<file path="config.mk">
export PLATFORM = sky130hd
export DESIGN_NAME = serial_adder
export DESIGN_NICKNAME = d
export VERILOG_FILES = /design/src/rtl/serial_adder_pkg.sv /design/src/rtl/serial_adder_full_adder_cell.sv /design/src/rtl/serial_adder.sv
export SDC_FILE = /design/constraint.sdc
export NUM_CORES = 1
export LEC_CHECK = 0
export CORE_UTILIZATION = 55
export CTS_BUF_LIST = sky130_fd_sc_hd__clkbuf_4 sky130_fd_sc_hd__clkbuf_8
export DETAILED_ROUTE_END_ITERATION = 7
export DONT_BUFFER_PORTS = 1
export GPL_TIMING_DRIVEN = 0
export PLACE_DENSITY = 0.73
export SETUP_SLACK_MARGIN = 0.1
export SLEW_MARGIN = 20
export SYNTH_ARGS = -nofsm -noshare
export SYNTH_HDL_FRONTEND = slang
export SYNTH_HIERARCHICAL = 1
export SYNTH_SLANG_ARGS = --single-unit
</file>
<file path="constraint.sdc">
create_clock -name clk -period 1.6 [get_ports clk]
set_input_delay 0.32 -clock clk [delete_from_list [all_inputs] [get_ports clk]]
set_output_delay 0.32 -clock clk [all_outputs]
set_load 0.03 [all_outputs]
</file>
<file path="src/rtl/serial_adder_pkg.sv">
// Shared types and constants for the bit-serial adder.
// States, default width and the counter-width helper live here.
package serial_adder_pkg;

   localparam int DEFAULT_WIDTH = 8;

   typedef enum logic [1:0] {
      ST_IDLE  = 2'd0,
      ST_SHIFT = 2'd1,
      ST_DONE  = 2'd2
   } state_t;

   // Bit counter must hold 0..width-1; never narrower than one bit.
   function automatic int cnt_width(input int width);
      int w;
      w = $clog2(width);
      if (w < 1) begin
         w = 1;
      end else begin
         w = w;
      end
      return w;
   endfunction

endpackage

</file>
<file path="src/rtl/serial_adder_full_adder_cell.sv">
// One-bit full-adder cell: purely combinational a + b + ci -> {co, s}.
module full_adder_cell (
   input  logic a,
   input  logic b,
   input  logic ci,
   output logic s,
   output logic co
);

   logic w_half;

   assign w_half = a ^ b;
   assign s      = w_half ^ ci;
   assign co     = (a & b) | (ci & w_half);

endmodule

</file>
<file path="src/rtl/serial_adder.sv">
// Bit-serial WIDTH-bit adder: operands shift LSB-first through one full-adder cell.
// Build with SERIAL_ADDER_SUB_EN defined to add the 'sub' port (a - b via ~b + 1).
module serial_adder
   import serial_adder_pkg::*;
#(
   parameter int WIDTH = DEFAULT_WIDTH
) (
   input  logic             clk,
   input  logic             rst_n,
   input  logic             start,
   input  logic [WIDTH-1:0] a_in,
   input  logic [WIDTH-1:0] b_in,
   input  logic             cin,
`ifdef SERIAL_ADDER_SUB_EN
   input  logic             sub,
`endif
   output logic             busy,
   output logic             done,
   output logic [WIDTH-1:0] sum,
   output logic             cout
);

   localparam int               CNT_W    = cnt_width(WIDTH);
   localparam logic [CNT_W-1:0] LAST_CNT = CNT_W'(WIDTH - 1);

   state_t           r_state;
   logic [WIDTH-1:0] r_a_sr;
   logic [WIDTH-1:0] r_b_sr;
   logic [WIDTH-2:0] r_s_sr;
   logic [CNT_W-1:0] r_cnt;
   logic             r_carry;
   logic [WIDTH-1:0] r_sum;
   logic             r_cout;

   logic             w_fa_s;
   logic             w_fa_co;
   logic [WIDTH-1:0] w_b_load;
   logic             w_c_load;
   logic [WIDTH-1:0] w_s_next;

`ifdef SERIAL_ADDER_SUB_EN
   assign w_b_load = sub ? ~b_in : b_in;
   assign w_c_load = sub ? 1'b1  : cin;
`else
   assign w_b_load = b_in;
   assign w_c_load = cin;
`endif

   // The newest sum bit enters at the MSB; after WIDTH bits the word is aligned.
   assign w_s_next = {w_fa_s, r_s_sr};

   full_adder_cell u_fa (
      .a  (r_a_sr[0]),
      .b  (r_b_sr[0]),
      .ci (r_carry),
      .s  (w_fa_s),
      .co (w_fa_co)
   );

   // Control FSM, bit counter, operand/sum shift registers and result registers.
   always_ff @(posedge clk or negedge rst_n) begin
      if (!rst_n) begin
         r_state <= ST_IDLE;
         r_a_sr  <= '0;
         r_b_sr  <= '0;
         r_s_sr  <= '0;
         r_cnt   <= '0;
         r_carry <= 1'b0;
         r_sum   <= '0;
         r_cout  <= 1'b0;
      end else begin
         case (r_state)
            ST_IDLE: begin
               if (start) begin
                  r_a_sr  <= a_in;
                  r_b_sr  <= w_b_load;
                  r_carry <= w_c_load;
                  r_cnt   <= '0;
                  r_state <= ST_SHIFT;
               end else begin
                  r_state <= ST_IDLE;
               end
            end
            ST_SHIFT: begin
               r_a_sr  <= {1'b0, r_a_sr[WIDTH-1:1]};
               r_b_sr  <= {1'b0, r_b_sr[WIDTH-1:1]};
               r_s_sr  <= w_s_next[WIDTH-1:1];
               r_carry <= w_fa_co;
               r_cnt   <= r_cnt + CNT_W'(1);
               if (r_cnt == LAST_CNT) begin
                  r_sum   <= w_s_next;
                  r_cout  <= w_fa_co;
                  r_state <= ST_DONE;
               end else begin
                  r_state <= ST_SHIFT;
               end
            end
            ST_DONE: begin
               r_state <= ST_IDLE;
            end
            default: begin
               r_state <= ST_IDLE;
            end
         endcase
      end
   end

   assign busy = (r_state == ST_SHIFT);
   assign done = (r_state == ST_DONE);
   assign sum  = r_sum;
   assign cout = r_cout;

endmodule

</file>
==> results of run 1 <==
[what timing repair did]
| item | in CTS | in global routing |
|---|---|---|
| pin swaps | 0 | 8 |
| cloned | 0 | 2 |
| hold buffers | 2 | 0 |
| buffers inserted | 6 | 1 |
| endpoints found under the setup margin | 11 | 24 |
| gates resized for setup | 7 | 23 |
| endpoints found under the hold margin | 38 | 0 |
[metrics by stage]
| stage | instance area (um2) | instances | utilization (%) |
|---|---|---|---|
| 2_1_floorplan | 1730 | 117 | - |
| 3_3_place_gp | 1783 | 159 | 61.98 |
| 3_5_place_dp | 1783 | 159 | 61.98 |
| 4_1_cts | 1937 | 175 | 67.33 |
| 5_1_grt | 2026 | 178 | 70.42 |
| 6_report | 2026 | 178 | 70.42 |
[kinds of logic (layout without fill, tap and decap cells)]
family	after synthesis	after routing	synth area share [%]
simple gates	24	24	12.73
mux	17	17	11.86
fa+ha+maj	3	3	2.603
compound gates	22	22	13.09
flops	38	38	54.95
buf+inv	13	32	4.772
[cell type report]
| class | instances | share of cell area [%] |
|---|---|---|
| sequential | 38 | 47.00 |
| timing repair buffer | 11 | 5.003 |
| tap | 42 | 2.594 |
| inverter | 2 | 0.6177 |
| multi-input combinational | 66 | 37.00 |
| clock inverter | 1 | 0.2471 |
| buffer | 11 | 4.632 |
| clock buffer | 7 | 2.903 |
[cells in the final DEF (no fill, tap or decap), types with 2 or more instances in the layout]
cell / instances
nor4bb_1: 2
nand2b_1: 2
mux2_4: 13
buf_4: 10
dfrtp_1: 37
a211o_1: 2
buf_6: 6
o221a_1: 3
mux2_1: 3
buf_2: 3
clkbuf_4: 7
or4b_1: 15
nor3b_1: 2
a22o_1: 2
o221a_2: 12
[routing by layer]
metal | GRT usage [%] | vias to the layer above | part of all wire [%]
li1 | - | 493 | -
met1 | 23.68 | 555 | 43
met2 | 33.00 | 33 | 50
met3 | 7.366 | 8 | 5.8
met4 | 6.803 | 0 | 1.7
met5 | 0 | - | 0
[path summary, 6_finish.rpt]
| path | start | endpoint | slack [ns] | cells past startpoint |
|---|---|---|---|---|
| setup / recovery | r_state[0]$_DFF_PN0_ | done | 0.08 | 2 |
| hold / removal | a_in[6] | r_a_sr[6]$_DFFE_PN0P_ | 0.24 | 2 |
| setup reg to reg | r_state[1]$_DFF_PN0_ | r_a_sr[1]$_DFFE_PN0P_ | 0.11 | 4 |
| hold reg to reg | r_s_sr[0]$_DFFE_PN0P_ | r_s_sr[0]$_DFFE_PN0P_ | 0.52 | 1 |
| max in group asynchronous | rst_n | r_state[0]$_DFF_PN0_ | 0.99 | 2 |
| min in group asynchronous | rst_n | sum[4]$_DFFE_PN0P_ | 0.42 | 2 |
[state kept, by name, summed over array words and instances (netlist names)]
signal   count
cout         1
r_a_sr       8
sum          8
r_s_sr       7
r_cnt        3
r_carry      1
r_b_sr       8
r_state      2
[report_power, final]
group,total (uW),internal [uW],switching (uW),leakage [uW]
logic,1640,1010,633,0.000423
clock network,538,230,308,0.0000387
registers,1940,1420,528,0.000451
==> summary.txt, run 1 <==
Outcome
  • Status: complete, no violations

Global route
  • GRT overflow: 0
  • Overall routing resource usage: around 20%
  • First-pass GRT wire length: 4.988 mm
  • Vias in the first global route: approximately 1,100
  • Largest net degree at the start of global routing: 39
  • Initial antenna violation count: 0

Layout
  • Flip-flop and latch area: 952.2 um2
  • Syn-to-layout area delta: 17.06%
  • Fillers: 210
  • Multi-input gate area: 749.5 um2
  • Layout cell share with drive strength beyond 1: around 44%
  • Diodes inserted: 0
  • Nets: 158

Yosys
  • Top-count cell post-synth: dfrtp_1
  • Synth area leader: dfrtp_1
  • Syn_nets: 140
  • Ys flop type: dfrtp_1
  • Yosys warning count: 6
  • Number of synthesized flops with an enable pin: 0
  • Post-synthesis cell type count: 25
  • Commonest cells in the synthesized netlist: 38 x dfrtp_1, 15 x or4b_1, 12 x mux2_1, 12 x o221a_2, 6 x buf_2
  • Number of synthesized register bits: 38
  • Top cells by area, synth: dfrtp_1 55%, or4b_1 8.7%, mux2_1 7.8%
  • Top cell type's share of synthesized area: around 55%
  • Async S/R FF share, synth: 100.0%
  • Syn avg cell area: around 15 um2
  • Mapped Area: roughly 1700 um2
  • Register area share after synthesis: a little over half
  • Synth Instances: 117

STA
  • Final setup margin: ~0.078 ns
  • Relative slew slack: 78.51%
  • Period utilization: 95.16%
  • Setup-failing EPs final: 0
  • Final Slew Violations: 0
  • RSZ-0062 raised after global routing: true
  • Fmax: 656.8 MHz
  • Min Tclk post-route: roughly 1.5 ns
  • Fin Hold WS: about 0.24 ns
  • Worst Skew: between 0.007 and 0.008 ns
  • Hold Vio Cnt, Final: 0
  • Worst slew pin tran: roughly 0.32 ns
  • Final TNS setup: 0 ns

Critical path
  • WP buf/inv: 1
  • CP max FO: 3
  • Slowest CP cell: dfrtp_2
  • Critical path data arrival time: ~1.2 ns
  • Worst path cell trace: buf_6 > and2b_4
  • Crit path max-delay family: flip-flops
  • Critical path class: reg2out
  • Crit end category: primary output
  • Critical Path Max Stage Delay: roughly 0.45 ns
  • CP Launch Type: flop
  • Worst path required time: roughly 1.3 ns

Pwr
  • P_leak: between 0.0009 and 0.001 uW
  • Final Power: 4127 uW
  • VDD IR max: ~840 uV
  • Ratio of total power to cell area: around 2000 nW/um2

Min path
  • HP Class: in2reg

Clock network
  • Clock slew seen by the registers of the worst setup and hold paths: ~0.11 ns
  • Cts bufs inserted: 5
  • Root buffer cell: clkbuf_4
  • Clock Tree Buf Depth: 2
  • CTS H-tree lvls: 2
  • Num Clock Sinks: 38
  • CTS tree: built
  • Clk Latency, worst-skew pair: between 0.3 and 0.4 ns

Placed design
  • Detail Placement HPWL: ~2 mm
  • PortBufs: 0
  • Routability cong.: about 0.72
  • Pre-CTS setup slack: approximately 0.008 ns

Routing
  • DR pass1 iterations: 4
  • DR vias/cell: between 6 and 7
  • Drt drc: 0
  • Antenna-violating nets left: 0
  • Total Wirelength: 3.226 mm
  • DR iter-0 viols: 39
  • Vias post-DR: 1,089
  • Drt wl/cell: roughly 18 um

Floorplanning
  • Initial Util: between 60% and 70%
  • Die ar.: ~3400 um2
  • Die Ht: ~58 um
  • Io pins: 31
  • Std-Cell Rows: 19
  • Core Area: approximately 2900 um2
  • Die width: slightly below 60 um

Flow run
  • Max_cap viols: 0
(Power assumes the default switching activity.)
==> run 2: changes to the inputs <==
--- a/config.mk
+++ b/config.mk
@@ -5,6 +5,7 @@
 export SDC_FILE = /design/constraint.sdc
 export NUM_CORES = 1
 export LEC_CHECK = 0
+export ABC_AREA = 1
 export CORE_UTILIZATION = 55
 export CTS_BUF_LIST = sky130_fd_sc_hd__clkbuf_4 sky130_fd_sc_hd__clkbuf_8
 export DETAILED_ROUTE_END_ITERATION = 7
@@ -12,6 +13,7 @@
 export GPL_TIMING_DRIVEN = 0
 export PLACE_DENSITY = 0.73
 export SETUP_SLACK_MARGIN = 0.1
+export SKIP_LAST_GASP = 1
 export SLEW_MARGIN = 20
 export SYNTH_ARGS = -nofsm -noshare
 export SYNTH_HDL_FRONTEND = slang
==> summary.txt, run 2 <==
Global route
  • Largest net degree at the start of global routing: 39 (unchanged)
  • Initial antenna violation count: 0 (unchanged)
  • Vias in the first global route: 1,337 (was 1,101)
  • GRT overflow: 0 (unchanged)
  • First-pass GRT wire length: 5.906 mm (was 4.988 mm)
  • Overall routing resource usage: 23.27% (was 19.82%)

Yosys
  • Syn_nets: 230 (was 140)
  • Synth Instances: 207 (was 117)
  • Yosys warning count: 6 (unchanged)
  • Number of synthesized register bits: 38 (unchanged)
  • Post-synthesis cell type count: 16 (was 25)
  • Syn avg cell area: 8.444 um2 (was 14.79 um2)
  • Async S/R FF share, synth: 100.0% (unchanged)
  • Top cell type's share of synthesized area: 54.40% (was 54.95%)
  • Mapped Area: 1748 um2 (was 1730 um2)
  • Register area share after synthesis: 54.40% (was 54.95%)
  • Number of synthesized flops with an enable pin: 0 (unchanged)
  • Top-count cell post-synth: nand2_1 (was dfrtp_1)
  • Ys flop type: dfrtp_1 (unchanged)
  • Synth area leader: dfrtp_1 (unchanged)
  • Commonest cells in the synthesized netlist: 105 x nand2_1, 38 x dfrtp_1, 16 x nand3_1, 11 x o21ai_0, 10 x inv_1 (was 38 x dfrtp_1, 15 x or4b_1, 12 x mux2_1, 12 x o221a_2, 6 x buf_2)
  • Top cells by area, synth: dfrtp_1 54%, nand2_1 23%, nand3_1 4.6% (was dfrtp_1 55%, or4b_1 8.7%, mux2_1 7.8%)

Placed design
  • PortBufs: 0 (unchanged)
  • Routability cong.: 0.7588 (was 0.7170)
  • Detail Placement HPWL: 2.287 mm (was 1.988 mm)

Pwr
  • Reg power frac: 46.1% (was 47.1%)
  • Comb power frac: 40.1% (was 39.8%)
  • Switching portion of total power: 43.70% (was 35.61%)
  • P_leak: 0.001059 uW (was 0.0009123 uW)
  • Ratio of total power to cell area: 1983 nW/um2 (was 2037 nW/um2)
  • Clock power frac: 13.8% (was 13.0%)
  • VDD IR max: 882.7 uV (was 844.3 uV)
  • Net Switching: 1693 uW (was 1470 uW)
  • Pint: 2181 uW (was 2657 uW)

Critical path
  • Crit end category: primary output (unchanged)
  • Worst path depth: 2 (unchanged)
  • WP buf/inv: 1 (unchanged)
  • Worst path required time: 1.28 ns (about the same)
  • Critical path class: reg2out (unchanged)
  • Slowest CP cell: dfrtp_1 (was dfrtp_2)
  • CP startpoint: r_state[1]$_DFF_PN0_ (was r_state[0]$_DFF_PN0_)
  • Critical path data arrival time: 1.19 ns (was 1.20 ns)
  • Critical Path Max Stage Delay: 0.44 ns (was 0.45 ns)
  • FF-to-FF setup slack: 0.22 ns (was 0.11 ns)
  • CP max FO: 4 (was 3)
  • Reg2Reg Depth: 6 (was 4)
  • Worst path cell trace: buf_6 > nor2_4 (was buf_6 > and2b_4)
  • R2r startpoint: r_state[1]$_DFF_PN0_ (unchanged)
  • Crit path max-delay family: flip-flops (unchanged)
  • CP Launch Type: flop (unchanged)

Routing
  • Drt drc: 0 (unchanged)
  • DR pass1 iterations: 4 (unchanged)
  • DR iter-0 viols: 86 (was 39)
  • DR vias/cell: 5.057 (was 6.118)
  • Total Wirelength: 3.450 mm (was 3.226 mm)
  • Vias post-DR: 1,340 (was 1,089)
  • Drt wl/cell: 13.02 um (was 18.12 um)
  • Antenna-violating nets left: 0 (unchanged)

STA
  • Setup-failing EPs final: 0 (unchanged)
  • Fmax: 662.3 MHz (was 656.8 MHz)
  • RSZ-0062 raised after global routing: true (unchanged)
  • Relative slew slack: 78.41% (was 78.51%)
  • Worst Skew: 0.006768 ns (was 0.007827 ns)
  • Final TNS setup: 0 ns (unchanged)
  • Min Tclk post-route: 1.510 ns (was 1.522 ns)
  • Hold Vio Cnt, Final: 0 (unchanged)
  • Worst slew pin tran: 0.3230 ns (was 0.3224 ns)
  • Period utilization: 94.37% (was 95.16%)
  • Final Slew Violations: 0 (unchanged)

Floorplanning
  • Initial Util: 57.73% (was 60.16%)
  • Core Area: 3028 um2 (was 2877 um2)
  • Std-Cell Rows: 20 (was 19)
  • Io pins: 31 (unchanged)
  • Die ar.: 3408 um2 (was 3374 um2)
  • Die width: 58.38 um (was 58.09 um)
  • Die Ht: 58.38 um (was 58.09 um)

Min path
  • Min-delay src: b_in[7] (was a_in[6])
  • WHS Path Cells: 2 (unchanged)
  • HP Class: in2reg (unchanged)

Layout
  • Most common cell after layout, fill and taps aside: nand2_1 (was dfrtp_1)
  • Diodes inserted: 0 (unchanged)
  • Most frequent cells in the layout: 105 x nand2_1, 38 x dfrtp_1, 16 x nand3_1, 11 x o21ai_0, 10 x inv_1 (was 37 x dfrtp_1, 15 x or4b_1, 13 x mux2_4, 12 x o221a_2, 10 x buf_4)
  • Nets: 243 (was 158)
  • Syn-to-layout area delta: 11.81% (was 17.06%)
  • Layout cell share with drive strength beyond 1: 16.74% (was 44.12%)
  • Final core utilization: 64.55% (was 70.42%)

Clock network
  • Clock Tree Buf Depth: 2 (unchanged)
  • Clk Latency, worst-skew pair: 0.35 ns (was 0.34 ns)
  • CTS tree: built (unchanged)
  • Num Clock Sinks: 38 (unchanged)
  • CTS H-tree lvls: 2 (unchanged)
  • Cts bufs inserted: 5 (unchanged)
  • Root buffer cell: clkbuf_4 (unchanged)
  • Clock slew seen by the registers of the worst setup and hold paths: 0.11 ns (about the same)

Flow run
  • Max_cap viols: 0 (unchanged)

Outcome
  • Status: complete, no violations (unchanged)
## run 2: worst paths after layout
path                                         endpoint
worst max-delay path                             busy
worst min-delay path            r_b_sr[7]$_DFFE_PN0P_
worst max register to register       cout$_DFFE_PN0P_
worst min register to register  r_a_sr[4]$_DFFE_PN0P_
max in group asynchronous       r_a_sr[1]$_DFFE_PN0P_
min in group asynchronous          sum[5]$_DFFE_PN0P_
## run 2: stage by stage
stage	total power (uW)	hold WS, ns	area (um2)	setup WS (ns)	cells
final	3875	0.1294	1954	0.09011	265
after global routing	4231	0.1034	1954	0.03818	265
after CTS	3900	0.1301	1954	0.09426	265
after detailed placement	3244	0.02523	1803	0.1361	251
after global placement	3170	0.02529	1803	0.1501	251
after floorplan	2917	0.02441	1748	0.2075	207
## run 2: kinds of logic after synthesis
kind of cell               Yosys count  share of synthesized area, %
and+or+nand+nor                    124                         28.63
DFF                                 38                         54.40
buffers and inverters               23                         7.230
AOI/OAI and AO/OA                   19                         7.158
adders and majority gates            3                         2.577
## run 2: cell type report
class,count,area (um2)
flip-flops and latches,38,950.9
multi-input cells,146,678.2
repair buffers,6,63.81
fillers,254,1074
inverters,13,51.30
well taps,44,55.05
clock buffers,6,51.30
clock inverters,2,12.51
plain buffers,10,91.34
## run 2: power groups by stage
stage	combinational (uW)	clock, uW	sequential [uW]
2_1_floorplan	1170	0	1740
3_3_place_gp	1390	0	1780
3_5_place_dp	1440	0	1800
4_1_cts	1570	547	1780
5_1_grt	1810	590	1830
6_report	1550	535	1790
## run 2: timing repair
item	in CTS	in global routing
gates cloned	0	0
hold endpoints to repair	38	0
pin swaps	2	1
setup buffers	4	0
resized for setup	8	0
setup endpoints to repair	1	2
hold buffers	2	0
## run 2: layer usage
| layer | GRT usage (%) | wire [um] |
|---|---|---|
| met5 | 0 | 0 |
| met4 | 9.864 | 37 |
| met3 | 8.352 | 254 |
| met2 | 33.66 | 1655 |
| met1 | 31.95 | 1502 |
==> run 3: changes to the inputs <==
==> constraint.sdc (replaced) <==
create_clock -name clk -period 1.3 [get_ports clk]
set_input_delay 0.26 -clock clk [delete_from_list [all_inputs] [get_ports clk]]
set_output_delay 0.26 -clock clk [all_outputs]
set_load 0.03 [all_outputs]
==> summary.txt, run 3 (same netlist as run 2, synthesis figures left out) <==
Pwr
  • VDD IR max: 1203 uV (was 882.7 uV)
  • Ratio of total power to cell area: 2428 nW/um2 (was 1983 nW/um2)
  • Final Power: 5220 uW (was 3875 uW)
  • P_leak: 0.001112 uW (was 0.001059 uW)

Critical path
  • Crit end category: primary output (unchanged)
  • Critical path data arrival time: 1.18 ns (was 1.19 ns)
  • CP Launch Type: flop (unchanged)
  • Critical path class: reg2out (unchanged)
  • FF-to-FF setup slack: -0.05 ns (was 0.22 ns)
  • CP max FO: 10 (was 4)
  • Worst path required time: 1.04 ns (was 1.28 ns)

Routing
  • DR pass1 iterations: 4 (unchanged)
  • Total Wirelength: 3.862 mm (was 3.450 mm)
  • DR iter-0 viols: 99 (was 86)
  • Vias post-DR: 1,411 (was 1,340)
  • Drt wl/cell: 14.25 um (was 13.02 um)
  • Antenna-violating nets left: 0 (unchanged)
  • Drt drc: 0 (unchanged)
  • DR vias/cell: 5.207 (was 5.057)

STA
  • Final setup margin: -0.1432 ns (was 0.09011 ns)
  • Period utilization: 111.0%
  • Hold Vio Cnt, Final: 0 (unchanged)
  • Final Slew Violations: 0 (unchanged)
  • Worst Skew: 0.007501 ns (was 0.006768 ns)
  • Min Tclk post-route: 1.443 ns
  • Final TNS setup: -0.6994 ns (was 0 ns)
  • RSZ-0062 raised after global routing: true (unchanged)
  • Worst slew pin tran: 0.3572 ns (was 0.3230 ns)
  • Relative slew slack: 76.18% (was 78.41%)
  • Fmax: 692.9 MHz
  • Setup-failing EPs final: 26 (was 0)

Placed design
  • Routability cong.: 0.7649 (was 0.7588)
  • Pre-CTS setup slack: -0.05203 ns (was 0.1361 ns)
  • PortBufs: 0 (unchanged)
  • DP Area: 1814 um2 (was 1803 um2)
  • Detail Placement HPWL: 2.413 mm (was 2.287 mm)

Layout
  • Most frequent cells in the layout: 94 x nand2_1, 30 x dfrtp_1, 16 x nand3_1, 12 x buf_6 (was 105 x nand2_1, 38 x dfrtp_1, 16 x nand3_1, 11 x o21ai_0, 10 x inv_1)
  • Most common cell after layout, fill and taps aside: nand2_1 (unchanged)
  • Nets: 250 (was 243)
  • Post-route cell area: 2150 um2 (was 1954 um2)
  • Layout cell share with drive strength beyond 1: 28.63% (was 16.74%)
  • Diodes inserted: 0 (unchanged)
  • Syn-to-layout area delta: 22.98% (was 11.81%)
  • Final core utilization: 70.99% (was 64.55%)

Floorplanning
  • Initial Util: 57.73% (unchanged)
  • Die Ht: 58.38 um (unchanged)
  • Die ar.: 3408 um2 (unchanged)
  • Core Area: 3028 um2 (unchanged)
  • Die width: 58.38 um (unchanged)
  • Io pins: 31 (unchanged)
  • Std-Cell Rows: 20 (unchanged)

Clock network
  • Cts bufs inserted: 5 (unchanged)
  • CTS tree: built (unchanged)
  • Clock Tree Buf Depth: 2 (unchanged)
  • Clk Latency, worst-skew pair: 0.34 ns (was 0.35 ns)
  • Clock slew seen by the registers of the worst setup and hold paths: 0.12 ns (was 0.11 ns)
  • Root buffer cell: clkbuf_4 (unchanged)
  • Num Clock Sinks: 38 (unchanged)
  • CTS H-tree lvls: 2 (unchanged)

Global route
  • Overall routing resource usage: 26.97% (was 23.27%)
  • GRT overflow: 0 (unchanged)
  • Largest net degree at the start of global routing: 39 (unchanged)
  • Vias in the first global route: 1,447 (was 1,337)
  • Initial antenna violation count: 0 (unchanged)
  • First-pass GRT wire length: 6.720 mm (was 5.906 mm)

Outcome
  • Failing checks: setup timing
  • Status: complete, but fails checks (was complete, no violations)

Flow run
  • Max_cap viols: 0 (unchanged)

Min path
  • HP Class: in2reg (unchanged)
[run 3: where the power goes]
part	switching, uW	internal [uW]	total (uW)	leakage [uW]
clock	385	195	580	0.0000308
sequential	568	1700	2270	0.000474
combinational	1330	1040	2370	0.000607
total	2280	2930	5220	0.00111
[run 3: worst paths after layout]
path / start / end / cells after the start
hold reg to reg: r_b_sr[5]$_DFFE_PN0P_ / r_b_sr[5]$_DFFE_PN0P_ / 2
hold / removal: b_in[7] / r_b_sr[7]$_DFFE_PN0P_ / 2
setup / recovery: r_state[0]$_DFF_PN0_ / done / 3
min in group asynchronous: rst_n / r_cnt[2]$_DFFE_PN0P_ / 2
max in group asynchronous: rst_n / sum[5]$_DFFE_PN0P_ / 2
setup reg to reg: r_state[0]$_DFF_PN0_ / r_a_sr[6]$_DFFE_PN0P_ / 7
[run 3: final cells by class]
type | instances | area [um2]
Buffer | 10 | 123.9
Timing Repair Buffer | 13 | 148.9
Tap cell | 44 | 55.05
Fill cell | 224 | 878.3
Clock buffer | 5 | 37.54
Clock inverter | 2 | 10.01
Multi-Input combinational cell | 146 | 759.5
Inverter | 13 | 53.80
Sequential cell | 38 | 960.9
[run 3: what timing repair did]
action | in CTS | in global routing
endpoints found under the hold margin | 38 | 0
hold buffers | 2 | 0
cloned | 2 | 1
gates resized for setup | 29 | 26
pin swaps | 6 | 2
setup buffers | 8 | 0
endpoints found under the setup margin | 35 | 48
[run 3: through the flow]
stage,instances,hold slack [ns]
2_1_floorplan,207,-0.03559
3_3_place_gp,251,-0.03465
3_5_place_dp,251,-0.03465
4_1_cts,270,0.06806
5_1_grt,271,0.07219
6_report,271,0.06984
[run 3: critical path, stage by stage (launching register included)]
cell and delay, ns:
dfrtp_1 0.39, buf_6 0.13, buf_8 0.13, nor2_4 0.18
[run 3: metal layers]
metal	track usage [%]	share of wire, %	vias up
li1	-	-	684
met1	37.91	41	666
met2	40.07	50	50
met3	8.352	6.7	11
met4	9.524	2.3	0
met5	0	0	-
